<file path="config.mk">
export PLATFORM = sky130hd
export DESIGN_NAME = rbcp_axil_bridge
export DESIGN_NICKNAME = d
export VERILOG_FILES = /design/src/rtl/rbcp_axil_bridge.sv
export SDC_FILE = /design/constraint.sdc
export NUM_CORES = 1
export LEC_CHECK = 0
export ABC_AREA = 0
export CORE_MARGIN = 4
export CORE_UTILIZATION = 35
export CTS_BUF_LIST = sky130_fd_sc_hd__clkbuf_4 sky130_fd_sc_hd__clkbuf_8 sky130_fd_sc_hd__clkbuf_16
export CTS_CLUSTER_SIZE = 28
export DETAILED_ROUTE_END_ITERATION = 16
export DONT_BUFFER_PORTS = 1
export PLACE_DENSITY_LB_ADDON = 0.25
export SYNTH_ARGS = -nofsm -noshare
export SYNTH_HDL_FRONTEND = slang
export SYNTH_SLANG_ARGS = --single-unit
</file>
<file path="constraint.sdc">
create_clock -name clk -period 2.5 [get_ports clk]
set_input_delay 0.5 -clock clk [delete_from_list [all_inputs] [get_ports clk]]
set_output_delay 0.5 -clock clk [all_outputs]
set_load 0.01 [all_outputs]
</file>
<file path="src/rtl/rbcp_axil_bridge.sv">
// -----------------------------------------------------------------------------
// rbcp_axil_bridge
//   Translates SiTCP RBCP single-byte read/write requests into AXI4-Lite master
//   transactions of AXI_DATA_WIDTH bits (32 or 64). The byte is replicated on
//   every lane for writes with a one-hot strobe; reads pick one lane of rdata.
//   Error responses are counted in a saturating 16-bit counter and produce no
//   RBCP ack, so the host observes its own RBCP timeout.
//
//   Optional feature macro: RBCP_AXIL_TIMEOUT_EN
//     When defined, a per-transaction cycle counter aborts a hung transaction
//     after TIMEOUT_CYCLES cycles (drops all valid/ready, pulses timeout,
//     counts an error). When undefined the FSM waits indefinitely and timeout
//     stays 0.
//
//   Ports
//     clk, rst_n                 single clock, async active-low reset
//     rbcp_act/addr/wd/we/re     RBCP request from the SiTCP core
//     rbcp_ack                   one-cycle completion pulse
//     rbcp_rd                    read byte, held until the next good read
//     m_axi_*                    AXI4-Lite master (AW, W, B, AR, R channels)
//     busy                       high whenever the FSM is not idle
//     err_cnt                    saturating count of error responses/timeouts
//     timeout                    one-cycle pulse on a timeout abort
// -----------------------------------------------------------------------------
`timescale 1ns/1ps

module rbcp_axil_bridge #(
  parameter int AXI_DATA_WIDTH = 32,
  parameter int AXI_ADDR_WIDTH = 32,
  parameter bit BIG_ENDIAN     = 1'b1,
  parameter int TIMEOUT_CYCLES = 1024
) (
  input  logic                        clk,
  input  logic                        rst_n,
  input  logic                        rbcp_act,
  input  logic [31:0]                 rbcp_addr,
  input  logic [7:0]                  rbcp_wd,
  input  logic                        rbcp_we,
  input  logic                        rbcp_re,
  output logic                        rbcp_ack,
  output logic [7:0]                  rbcp_rd,
  output logic [AXI_ADDR_WIDTH-1:0]   m_axi_awaddr,
  output logic [2:0]                  m_axi_awprot,
  output logic                        m_axi_awvalid,
  input  logic                        m_axi_awready,
  output logic [AXI_DATA_WIDTH-1:0]   m_axi_wdata,
  output logic [AXI_DATA_WIDTH/8-1:0] m_axi_wstrb,
  output logic                        m_axi_wvalid,
  input  logic                        m_axi_wready,
  input  logic [1:0]                  m_axi_bresp,
  input  logic                        m_axi_bvalid,
  output logic                        m_axi_bready,
  output logic [AXI_ADDR_WIDTH-1:0]   m_axi_araddr,
  output logic [2:0]                  m_axi_arprot,
  output logic                        m_axi_arvalid,
  input  logic                        m_axi_arready,
  input  logic [AXI_DATA_WIDTH-1:0]   m_axi_rdata,
  input  logic [1:0]                  m_axi_rresp,
  input  logic                        m_axi_rvalid,
  output logic                        m_axi_rready,
  output logic                        busy,
  output logic [15:0]                 err_cnt,
  output logic                        timeout
);

  localparam int NB = AXI_DATA_WIDTH / 8;
  localparam int L  = $clog2(NB);

  typedef enum logic [2:0] {
    IDLE    = 3'd0,
    WR      = 3'd1,
    WR_RESP = 3'd2,
    RD_ADDR = 3'd3,
    RD_DATA = 3'd4,
    ACK     = 3'd5
  } state_t;

  state_t                    state;
  logic [L-1:0]              lane_r;
  logic [L-1:0]              lane_s;
  logic [AXI_ADDR_WIDTH-1:0] aligned_addr_s;
  logic                      aw_done_s;
  logic                      w_done_s;
  logic                      abort_s;
  logic                      unused_ok;

  // Activity strobe and any address bits above the AXI width carry no meaning here.
  assign unused_ok = rbcp_act ^ (^rbcp_addr);

  // Protection attributes are always unprivileged, secure, data.
  assign m_axi_awprot = 3'b000;
  assign m_axi_arprot = 3'b000;

  // For power-of-two NB, NB-1-k is simply the bitwise inverse of k.
  assign lane_s         = BIG_ENDIAN ? ~rbcp_addr[L-1:0] : rbcp_addr[L-1:0];
  assign aligned_addr_s = {rbcp_addr[AXI_ADDR_WIDTH-1:L], {L{1'b0}}};

  // A channel is done once its valid has dropped or is being accepted now.
  assign aw_done_s = ~m_axi_awvalid | m_axi_awready;
  assign w_done_s  = ~m_axi_wvalid  | m_axi_wready;

  function automatic logic [15:0] sat_inc(input logic [15:0] v);
    sat_inc = (v == 16'hFFFF) ? v : v + 16'd1;
  endfunction

`ifdef RBCP_AXIL_TIMEOUT_EN
  localparam int TW = $clog2(TIMEOUT_CYCLES) + 1;
  logic [TW-1:0] tmo_cnt;

  assign abort_s = (state inside {WR, WR_RESP, RD_ADDR, RD_DATA}) &&
                   (tmo_cnt == TW'(TIMEOUT_CYCLES - 1));

  // Cycle counter: zero while idle, counts every cycle spent waiting on the slave.
  always_ff @(posedge clk or negedge rst_n) begin
    if (!rst_n) begin
      tmo_cnt <= '0;
    end else if (state == IDLE || state == ACK) begin
      tmo_cnt <= '0;
    end else begin
      tmo_cnt <= tmo_cnt + {{(TW-1){1'b0}}, 1'b1};
    end
  end
`else
  assign abort_s = 1'b0;
`endif

  // Main sequencer: owns the state and every registered output.
  always_ff @(posedge clk or negedge rst_n) begin
    if (!rst_n) begin
      state         <= IDLE;
      lane_r        <= '0;
      rbcp_ack      <= 1'b0;
      rbcp_rd       <= 8'h00;
      m_axi_awaddr  <= '0;
      m_axi_awvalid <= 1'b0;
      m_axi_wdata   <= '0;
      m_axi_wstrb   <= '0;
      m_axi_wvalid  <= 1'b0;
      m_axi_bready  <= 1'b0;
      m_axi_araddr  <= '0;
      m_axi_arvalid <= 1'b0;
      m_axi_rready  <= 1'b0;
      busy          <= 1'b0;
      err_cnt       <= 16'h0000;
      timeout       <= 1'b0;
    end else begin
      rbcp_ack <= 1'b0;
      timeout  <= 1'b0;
      if (abort_s) begin
        // Dead-slave recovery: abandon the transaction outright.
        m_axi_awvalid <= 1'b0;
        m_axi_wvalid  <= 1'b0;
        m_axi_bready  <= 1'b0;
        m_axi_arvalid <= 1'b0;
        m_axi_rready  <= 1'b0;
        timeout       <= 1'b1;
        err_cnt       <= sat_inc(err_cnt);
        busy          <= 1'b0;
        state         <= IDLE;
      end else begin
        case (state)
          IDLE: begin
            // Write has priority; a simultaneous read is dropped.
            if (rbcp_we) begin
              m_axi_awaddr  <= aligned_addr_s;
              m_axi_wdata   <= {NB{rbcp_wd}};
              m_axi_wstrb   <= {{(NB-1){1'b0}}, 1'b1} << lane_s;
              m_axi_awvalid <= 1'b1;
              m_axi_wvalid  <= 1'b1;
              lane_r        <= lane_s;
              busy          <= 1'b1;
              state         <= WR;
            end else if (rbcp_re) begin
              m_axi_araddr  <= aligned_addr_s;
              m_axi_arvalid <= 1'b1;
              lane_r        <= lane_s;
              busy          <= 1'b1;
              state         <= RD_ADDR;
            end else begin
              state <= IDLE;
            end
          end
          WR: begin
            if (m_axi_awready) begin
              m_axi_awvalid <= 1'b0;
            end
            if (m_axi_wready) begin
              m_axi_wvalid <= 1'b0;
            end
            if (aw_done_s && w_done_s) begin
              m_axi_bready <= 1'b1;
              state        <= WR_RESP;
            end
          end
          WR_RESP: begin
            if (m_axi_bvalid) begin
              m_axi_bready <= 1'b0;
              if (m_axi_bresp == 2'b00) begin
                rbcp_ack <= 1'b1;
                state    <= ACK;
              end else begin
                err_cnt <= sat_inc(err_cnt);
                busy    <= 1'b0;
                state   <= IDLE;
              end
            end
          end
          RD_ADDR: begin
            if (m_axi_arready) begin
              m_axi_arvalid <= 1'b0;
              m_axi_rready  <= 1'b1;
              state         <= RD_DATA;
            end
          end
          RD_DATA: begin
            if (m_axi_rvalid) begin
              m_axi_rready <= 1'b0;
              if (m_axi_rresp == 2'b00) begin
                rbcp_rd  <= m_axi_rdata[{lane_r, 3'b000} +: 8];
                rbcp_ack <= 1'b1;
                state    <= ACK;
              end else begin
                err_cnt <= sat_inc(err_cnt);
                busy    <= 1'b0;
                state   <= IDLE;
              end
            end
          end
          ACK: begin
            busy  <= 1'b0;
            state <= IDLE;
          end
          default: begin
            m_axi_awvalid <= 1'b0;
            m_axi_wvalid  <= 1'b0;
            m_axi_bready  <= 1'b0;
            m_axi_arvalid <= 1'b0;
            m_axi_rready  <= 1'b0;
            busy          <= 1'b0;
            state         <= IDLE;
          end
        endcase
      end
    end
  end

endmodule

</file>
Yosys cells after proc, flatten, opt, wreduce, memory -nomap -nowiden
Index checks and enable logic that the tools add are counted.
{ "word_totals": {"register_bits": 132, "elab_cells": 113} }
{ "op_classes": {"n_mux": 43, "bitwise": 11, "shift": 2, "eq_ne": 18, "reduce_logical": 23, "n_addsub": 1} }
{ "ops": {"columns": ["cell", "count"], "rows": [
  ["two-way mux 16 bit", 5],
  ["case mux 16 bit (2 select lines)", 1],
  ["indexed part select 32 x 6 -> 8 bit", 1],
  ["!= test 2 bit (second input constant)", 11],
  ["two-way mux 1 bit", 19],
  ["two-way mux 3 bit", 6],
  ["AND reduction 3 bit", 6],
  ["adder 16 x 1 -> 16 bit (second input constant)", 1],
  ["equality test 16 bit (second input constant)", 1],
  ["OR reduction 4 bit", 4],
  ["case mux 1 bit (3 select lines)", 5],
  ["case mux 3 bit (5 select lines)", 1],
  ["two-way mux 2 bit", 4],
  ["NOT 1 bit", 8],
  ["AND reduction 4 bit", 2],
  ["equality test 3 x 2 -> 1 bit (second input constant)", 2],
  ["equality test 3 bit (second input constant)", 2],
  ["AND reduction 6 bit", 1],
  ["AND reduction 5 bit", 1],
  ["logical NOT 2 bit", 2],
  ["case mux 1 bit (4 select lines)", 1],
  ["AND reduction 2 bit", 2],
  ["nonzero test 2 bit", 2],
  ["<< shifter 1 x 2 -> 4 bit (first input constant)", 1],
  ["other kinds (8)", 9]
]} }

Logic depth before layout (Yosys ltp)
Gate-level depths: netlist of the first run.
{ "depth": {"word_depth": 5, "depth_mapped": 7, "ltp_nobuf": 5} }

Worst setup path before layout of the first run
No wires, ideal clock.
{ "synth_path": {"path_type": "register to register", "from": "reg err_cnt[0]", "to": "reg err_cnt[1]", "slack_ps": 686, "stages_incl_launch_ff": 7, "synth_period_minus_slack_ps": 1814, "required_time_ps": 2375, "n_path_buf": 1, "setup_time_ps": 125, "arrival_ps": 1689, "path_cell_list": "dfrtp_1 -> ha_1 -> and4_1 -> and4_1 -> buf_2 -> nor2_1 -> mux2_2"} }
{ "synth_between": {"elab_chain_cells": 5, "elab_cells_between_ends": 8, "classes_between": "add/sub (1); eq/ne (1); mux (6)"} }
{ "synth_rtl": {"columns": ["element", "line", "source"], "rows": [
  ["start: declaration", "62", "output logic [15:0] err_cnt,"],
  ["start signal: assignment", "157", "err_cnt <= sat_inc(err_cnt);"],
  ["start signal: assignment", "202", "err_cnt <= sat_inc(err_cnt);"],
  ["start signal: assignment", "223", "err_cnt <= sat_inc(err_cnt);"],
  ["adder 16 x 1 -> 16 bit or equality test 16 bit (tied branches)", "103", "sat_inc = (v == 16'hFFFF) ? v : v + 16'd1;"],
  ["two-way mux 16 bit *", "103", null],
  ["two-way mux 16 bit, on equally long branches", "218, 198", null],
  ["two-way mux 16 bit, on equally long branches", "216, 196", null],
  ["case mux 16 bit (2 select lines) *", "161", "case (state)"]
]} }
Mark *: on every way between the ends. The rest lies on a longest branch, timed or not. The select of a mux whose other input is x is not followed.
A chain may end at the register's enable or synchronous reset.

Final worst setup path of the first run
{ "layout_path": {"from": "reg state[2]", "to": "reg rbcp_rd[0]"} }
{ "layout_between": {"elab_chain_cells": 2} }
{ "layout_rtl": {"columns": ["element", "line", "source"], "rows": [
  ["start: declaration", "78", "state_t state;"],
  ["start signal: assignment", "130", "state <= IDLE;"],
  ["start signal: assignment", "159", "state <= IDLE;"],
  ["start signal: assignment", "172", "state <= WR;"],
  ["equality test 3 bit", "161", null],
  ["AND reduction 3 bit (no line)", null, null],
  ["end signal: assignment", "219", "rbcp_rd <= m_axi_rdata[{lane_r, 3'b000} +: 8];"],
  ["end: declaration", "41", "output logic [7:0] rbcp_rd,"]
]} }
Every way passes these cells.

==> results of run 1 <==
worst register-to-register path, cell delays in order, from the launching register on:
cell     delay [ns]
dfrtp_1        0.70
inv_1          0.21
nor3_1         0.28
nand3_1        0.37
mux2_2         0.41
worst paths after layout:
path | from | endpoint | cells past startpoint
max | state[2] | rbcp_rd[0] | 4
min | rst_n | m_axi_wdata[26] | 0
max reg2reg | state[2] | rbcp_rd[0] | 4
min reg2reg | err_cnt[8] | err_cnt[8] | 1
max in group asynchronous | rst_n | state[0] | 0
min in group clk | m_axi_bresp[0] | rbcp_ack | 1
cells by family after synthesis:
logic type / count (synthesis)
xor gates and xnor gates: 15
adders and majority gates: 1
other: 1
and+or+nand+nor: 186
DFF: 108
muxes: 47
buffers and inverters: 67
AOI/OAI and AO/OA: 36
area by class of cell:
cell class / count / area share, %
sequential: 108 / 51.2
clock buffer: 9 / 4.26
inverter: 9 / 0.640
clock inverter: 7 / 1.63
multi-input combinational: 296 / 36.7
tap: 180 / 4.26
timing repair buffer: 8 / 1.37
per-stage QoR:
| stage | instance area (µm²) | setup WS, ns |
|---|---|---|
| after floorplan | 5060 | 0.686 |
| after global routing | 5280 | 0.281 |
| final | 5280 | 0.413 |
| after CTS | 5280 | 0.408 |
| after detailed placement | 4970 | 0.411 |
| after global placement | 4970 | 0.475 |
where the power goes:
part | total, mW | switching [mW] | internal, mW
clock | 1.47 | 0.676 | 0.795
sequential | 3.63 | 1.14 | 2.49
combinational | 1.50 | 0.748 | 0.757
total | 6.60 | 2.56 | 4.04
state kept, by name, summed over array words and instances (netlist names):
name / flops
busy: 1
err_cnt: 16
lane_r: 2
m_axi_araddr: 30
m_axi_arvalid: 1
m_axi_awaddr: 30
m_axi_awvalid: 1
m_axi_bready: 1
m_axi_rready: 1
m_axi_wdata: 8
m_axi_wstrb: 4
m_axi_wvalid: 1
rbcp_ack: 1
rbcp_rd: 8
state: 3
cells in the final DEF (no fill, tap or decap), drive strengths merged, types with 5 or more instances in the layout:
cell type	Yosys	layout
buf	50	8
xor2	15	15
nor3	9	9
nor2	7	7
o21ai	8	8
a21oi	7	7
mux4	8	8
nand2	133	133
nand3	5	5
conb	1	11
inv	9	11
mux2	39	39
dfrtp	108	108
clkbuf	8	9
per-layer routing:
metal  wire length [µm]  vias to the layer above  GRT usage, %
li1                   -                     1438             -
met1               4340                     1520          15.5
met2               5510                      138          22.3
met3               1160                       11          5.46
met4                191                        0          5.43
met5                  0                        -             0
==> impl_metrics.json, run 1 <==
{
  "crit_chain": "inv_1 -> nor3_1 -> nand3_1 -> mux2_2",
  "critPathSlowestCell": "dfrtp_1",
  "n_fill_cell": 1378,
  "final_antenna_net_count": 0,
  "io-pin-count": 224,
  "max_freq_mhz": 479,
  "hpwl_um": 8040,
  "final_core_util_pct": 37.8,
  "status": "finished with violations",
  "synth_seq_cells": 108,
  "fin_setup_tns_ns": 0,
  "wire_per_inst_um": 18.1,
  "synth_top_cell_by_area": "dfrtp_1",
  "cp_max_fo": 18,
  "leakagePower_nw": 2.50,
  "synth_compound_area_share_pct": 4.93,
  "die_h_um": 128,
  "post_cts_resized": 0,
  "dp.cells": 601,
  "synth_top_area_share_pct": 53.8,
  "slew_headroom_pct": 54.1,
  "cts-root-buf": "clkbuf_16",
  "clockBufferDepth": 2,
  "cts_buffers": 9,
  "cp.arrival_ns": 2.32,
  "die_area_mm2": 0.0163,
  "powerDensity_mw_per_mm2": 1250,
  "track_usage_pct": 13.5,
  "muxShareOfSynthArea_pct": 12.3,
  "hold_slack_ns": -0.153,
  "area_growth_pct": 5.16,
  "multiInputGateArea_mm2": 0.00194,
  "finalHoldViolCount": 108,
  "via_per_inst": 5.04,
  "cp-end-kind": "flop",
  "maxCapViolations": 0,
  "synth-simple-area-share_pct": 17.6,
  "netlist_area_mm2": 0.00502,
  "grt_pass1_wl_um": 17400,
  "crit_family": "flip-flops",
  "worstMarginPinSlew_ns": 0.682,
  "core_mm2": 0.0140,
  "h-tree-depth": 3,
  "clkTransAtPathRegs_ns": 0.07,
  "drt_iter0_drc": 148,
  "synth.distinct_cells": 44,
  "skew_ns": 0.0141,
  "rows": 43,
  "die_w_um": 128,
  "gp_congestion": 0.783,
  "synth.most_common_cell": "nand2_1",
  "drive_gt1_share_pct": 17.8,
  "syn_avg_cell_area_um2": 10.9,
  "start_util_pct": 35.9,
  "synth_ff_type": "dfrtp_1",
  "synth_warnings": 0,
  "drt-total-wl_um": 11200,
  "slew_violations": 0,
  "synth_fa_ha_area_share_pct": 0.249,
  "crit_type": "flop to flop",
  "grt_pass1_vias": 3293,
  "synthTopCellsByCount": "nand2_1 (133), dfrtp_1 (108), mux2_2 (39)",
  "diodes": 0,
  "hold_path_class": "input pin to asynchronous set/reset pin",
  "ys_top_cells_by_area": "dfrtp_1 (54%), nand2_1 (9.9%), mux2_2 (8.7%)",
  "slowest_delay_ns": 0.70,
  "route.detailed.drc": 0,
  "rrSetupSlack_ns": 0.41,
  "post_cts_buffers": 0,
  "antenna_found_initial": 0,
  "violations": "hold timing",
  "rsz0062_at_grt": "false",
  "start_kind": "flop",
  "first_pass_iters": 4,
  "finalCritPeriodShare_pct": 83.5,
  "crit_buf_inv": 1,
  "grt-ovfl-total": 0,
  "nNetsFinal": 519,
  "ys_seq_area_share_pct": 53.8,
  "cts_tree": "built",
  "grt_max_degree": 109,
  "numClockSinks": 108,
  "io_buffers": 0,
  "peakVddDrop_mv": 0.424,
  "total_power_mw": 6.60,
  "synth_xor_area_share_pct": 2.62,
  "insertion_delay_ns": 0.35,
  "min_period_ns": 2.09,
  "synth_top_family_by_area": "simple AND/OR/NAND/NOR gates",
  "post_synth_inst_count": 461,
  "synthArstFlopShare_pct": 100,
  "seqCellArea_mm2": 0.00270,
  "synth_edf_count": 0,
  "cp.required_ns": 2.73,
  "setup_viol": 0,
  "num_vias": 3107,
  "fin_cells": 617
}
Note: power is estimated with default switching activity, not from simulation.
==> run 2, diff against run 1 <==
==> constraint.sdc (replaced) <==
create_clock -name clk -period 1.92 [get_ports clk]
set_input_delay 0.384 -clock clk [delete_from_list [all_inputs] [get_ports clk]]
set_output_delay 0.384 -clock clk [all_outputs]
set_load 0.01 [all_outputs]
==> impl_metrics.json, run 2 (synthesis results as in run 1) <==
{
  "status": "finished with violations",
  "violations": "hold timing",
  "crit_buf_inv": 1,
  "leakagePower_nw": 2.61,
  "grt_max_degree": 109,
  "min_period_ns": 1.81,
  "hold_path_class": "input pin to asynchronous set/reset pin",
  "first_pass_iters": 4,
  "die_h_um": 128,
  "start_kind": "flop",
  "path_depth": 6,
  "layout_commonest_cell": "nand2_1",
  "setup_viol": 0,
  "grt-ovfl-total": 0,
  "clockBufferDepth": 2,
  "start_util_pct": 35.9,
  "r2r-end": "err_cnt[5]",
  "drt_iter0_drc": 76,
  "peakVddDrop_mv": 0.584,
  "route.detailed.drc": 0,
  "num_vias": 3154,
  "top_regs": "m_axi_araddr x30, m_axi_awaddr x30, err_cnt x16",
  "crit_chain": "ha_1 -> and4_1 -> and4_1 -> buf_4 -> nor3_1 -> xor2_1",
  "nNetsFinal": 540,
  "grt_pass1_wl_um": 17500,
  "track_usage_pct": 13.5,
  "r2r_cells": 6,
  "startpoint": "err_cnt[0]",
  "cts_tree": "built",
  "n_fill_cell": 1375,
  "clkTransAtPathRegs_ns": 0.07,
  "grt_pass1_vias": 3341,
  "core_mm2": 0.0140,
  "rsz0062_at_grt": "true",
  "skew_ns": 0.00712,
  "rows": 43,
  "final_antenna_net_count": 0,
  "worstSetupEndpoint": "err_cnt[5]",
  "post_cts_buffers": 0,
  "finalCritPeriodShare_pct": 94.4,
  "crit_family": "simple AND/OR/NAND/NOR gates",
  "diodes": 0,
  "wire_per_inst_um": 17.7,
  "cts_buffers": 9,
  "drive_gt1_share_pct": 21.6,
  "cts-root-buf": "clkbuf_16",
  "cp_max_fo": 10,
  "rr_startpoint": "err_cnt[0]",
  "stdcell_area_mm2": 0.00542,
  "numClockSinks": 108,
  "drt-total-wl_um": 11300,
  "slowest_delay_ns": 0.39,
  "finalHoldViolCount": 108,
  "crit_path_frequent_cell": "and4_1",
  "antenna_found_initial": 0,
  "critPathSlowestCell": "dfrtp_1",
  "fin_ws_ns": 0.108,
  "via_per_inst": 4.94,
  "hpwl_um": 8110,
  "cp.arrival_ns": 2.08,
  "rrSetupSlack_ns": 0.11,
  "worstMarginPinSlew_ns": 0.745,
  "die_w_um": 128,
  "gp_congestion": 0.827,
  "io_buffers": 0,
  "insertion_delay_ns": 0.35,
  "max_freq_mhz": 552,
  "crit_type": "flop to flop",
  "maxCapViolations": 0,
  "pre_cts_ws_ns": 0.0929,
  "h-tree-depth": 3,
  "io-pin-count": 224,
  "area_growth_pct": 7.85,
  "final_cell_mix": "nand2_1 (133), dfrtp_1 (108), mux2_2 (39), buf_4 (27), xor2_1 (15)",
  "slew_headroom_pct": 49.8,
  "placed_area_mm2": 0.00514,
  "cp.required_ns": 2.19,
  "powerDensity_mw_per_mm2": 1580,
  "cp-end-kind": "flop",
  "hold_slack_ns": -0.273,
  "fin_setup_tns_ns": 0,
  "slew_violations": 0,
  "die_area_mm2": 0.0163
}
-- run 2: changes by cell type in the layout (fill, tap and decap cells not counted) --
cell        delta
buf_12         +1
buf_4         +20
bufinv_16      -1
clkinv_2       +2
clkinv_4       +1
clkinv_8       -1
clkinvlp_4     -1
-- run 2: cell type report --
| class | instances | area [µm²] | share of cell area [%] |
|---|---|---|---|
| inverters | 9 | 33.8 | 0.624 |
| repair buffers | 29 | 243 | 4.48 |
| clock buffers | 9 | 225 | 4.16 |
| well taps | 180 | 225 | 4.16 |
| clock inverters | 7 | 51.3 | 0.947 |
| multi-input cells | 296 | 1940 | 35.7 |
| flip-flops and latches | 108 | 2700 | 49.9 |
-- run 2: power by group --
group	leakage (nW)	internal (mW)	switching [mW]
Clock	0.137	0.890	0.859
Combinational	1.12	1.08	1.07
Sequential	1.35	3.24	1.40
Total	2.61	5.21	3.33
-- run 2: routing by layer --
layer / up-vias / track usage [%] / wire (µm)
li1: 1488 / - / -
met1: 1524 / 16.1 / 4510
met2: 132 / 22.4 / 5550
met3: 10 / 4.63 / 1070
met4: 0 / 5.37 / 165
met5: - / 0 / 0
-- run 2: how the worst min path moves through the flow --
stage               start               to  slack (ns)  cells after the start
floorplan           rst_n             busy        0.09                      0
global placement    rst_n  m_axi_wdata[24]        0.09                      0
detailed placement  rst_n  m_axi_wdata[26]        0.09                      0
CTS                 rst_n  m_axi_wdata[26]       -0.30                      0
global route        rst_n  m_axi_wdata[26]       -0.30                      0
finish              rst_n  m_axi_wdata[26]       -0.27                      0
-- run 2: through the flow --
step	instances	util [%]	power, mW
floorplan	471	-	6.51
global placement	622	36.7	6.81
detailed placement	622	36.7	6.91
CTS	638	38.7	8.71
global route	638	38.7	9.16
finish	638	38.7	8.54
-- run 2: repair_timing --
| action | CTS | global route |
|---|---|---|
| endpoints found under the hold margin | 108 | 108 |
| gates resized for setup | 0 | 0 |
| setup endpoints to repair | 0 | 2 |
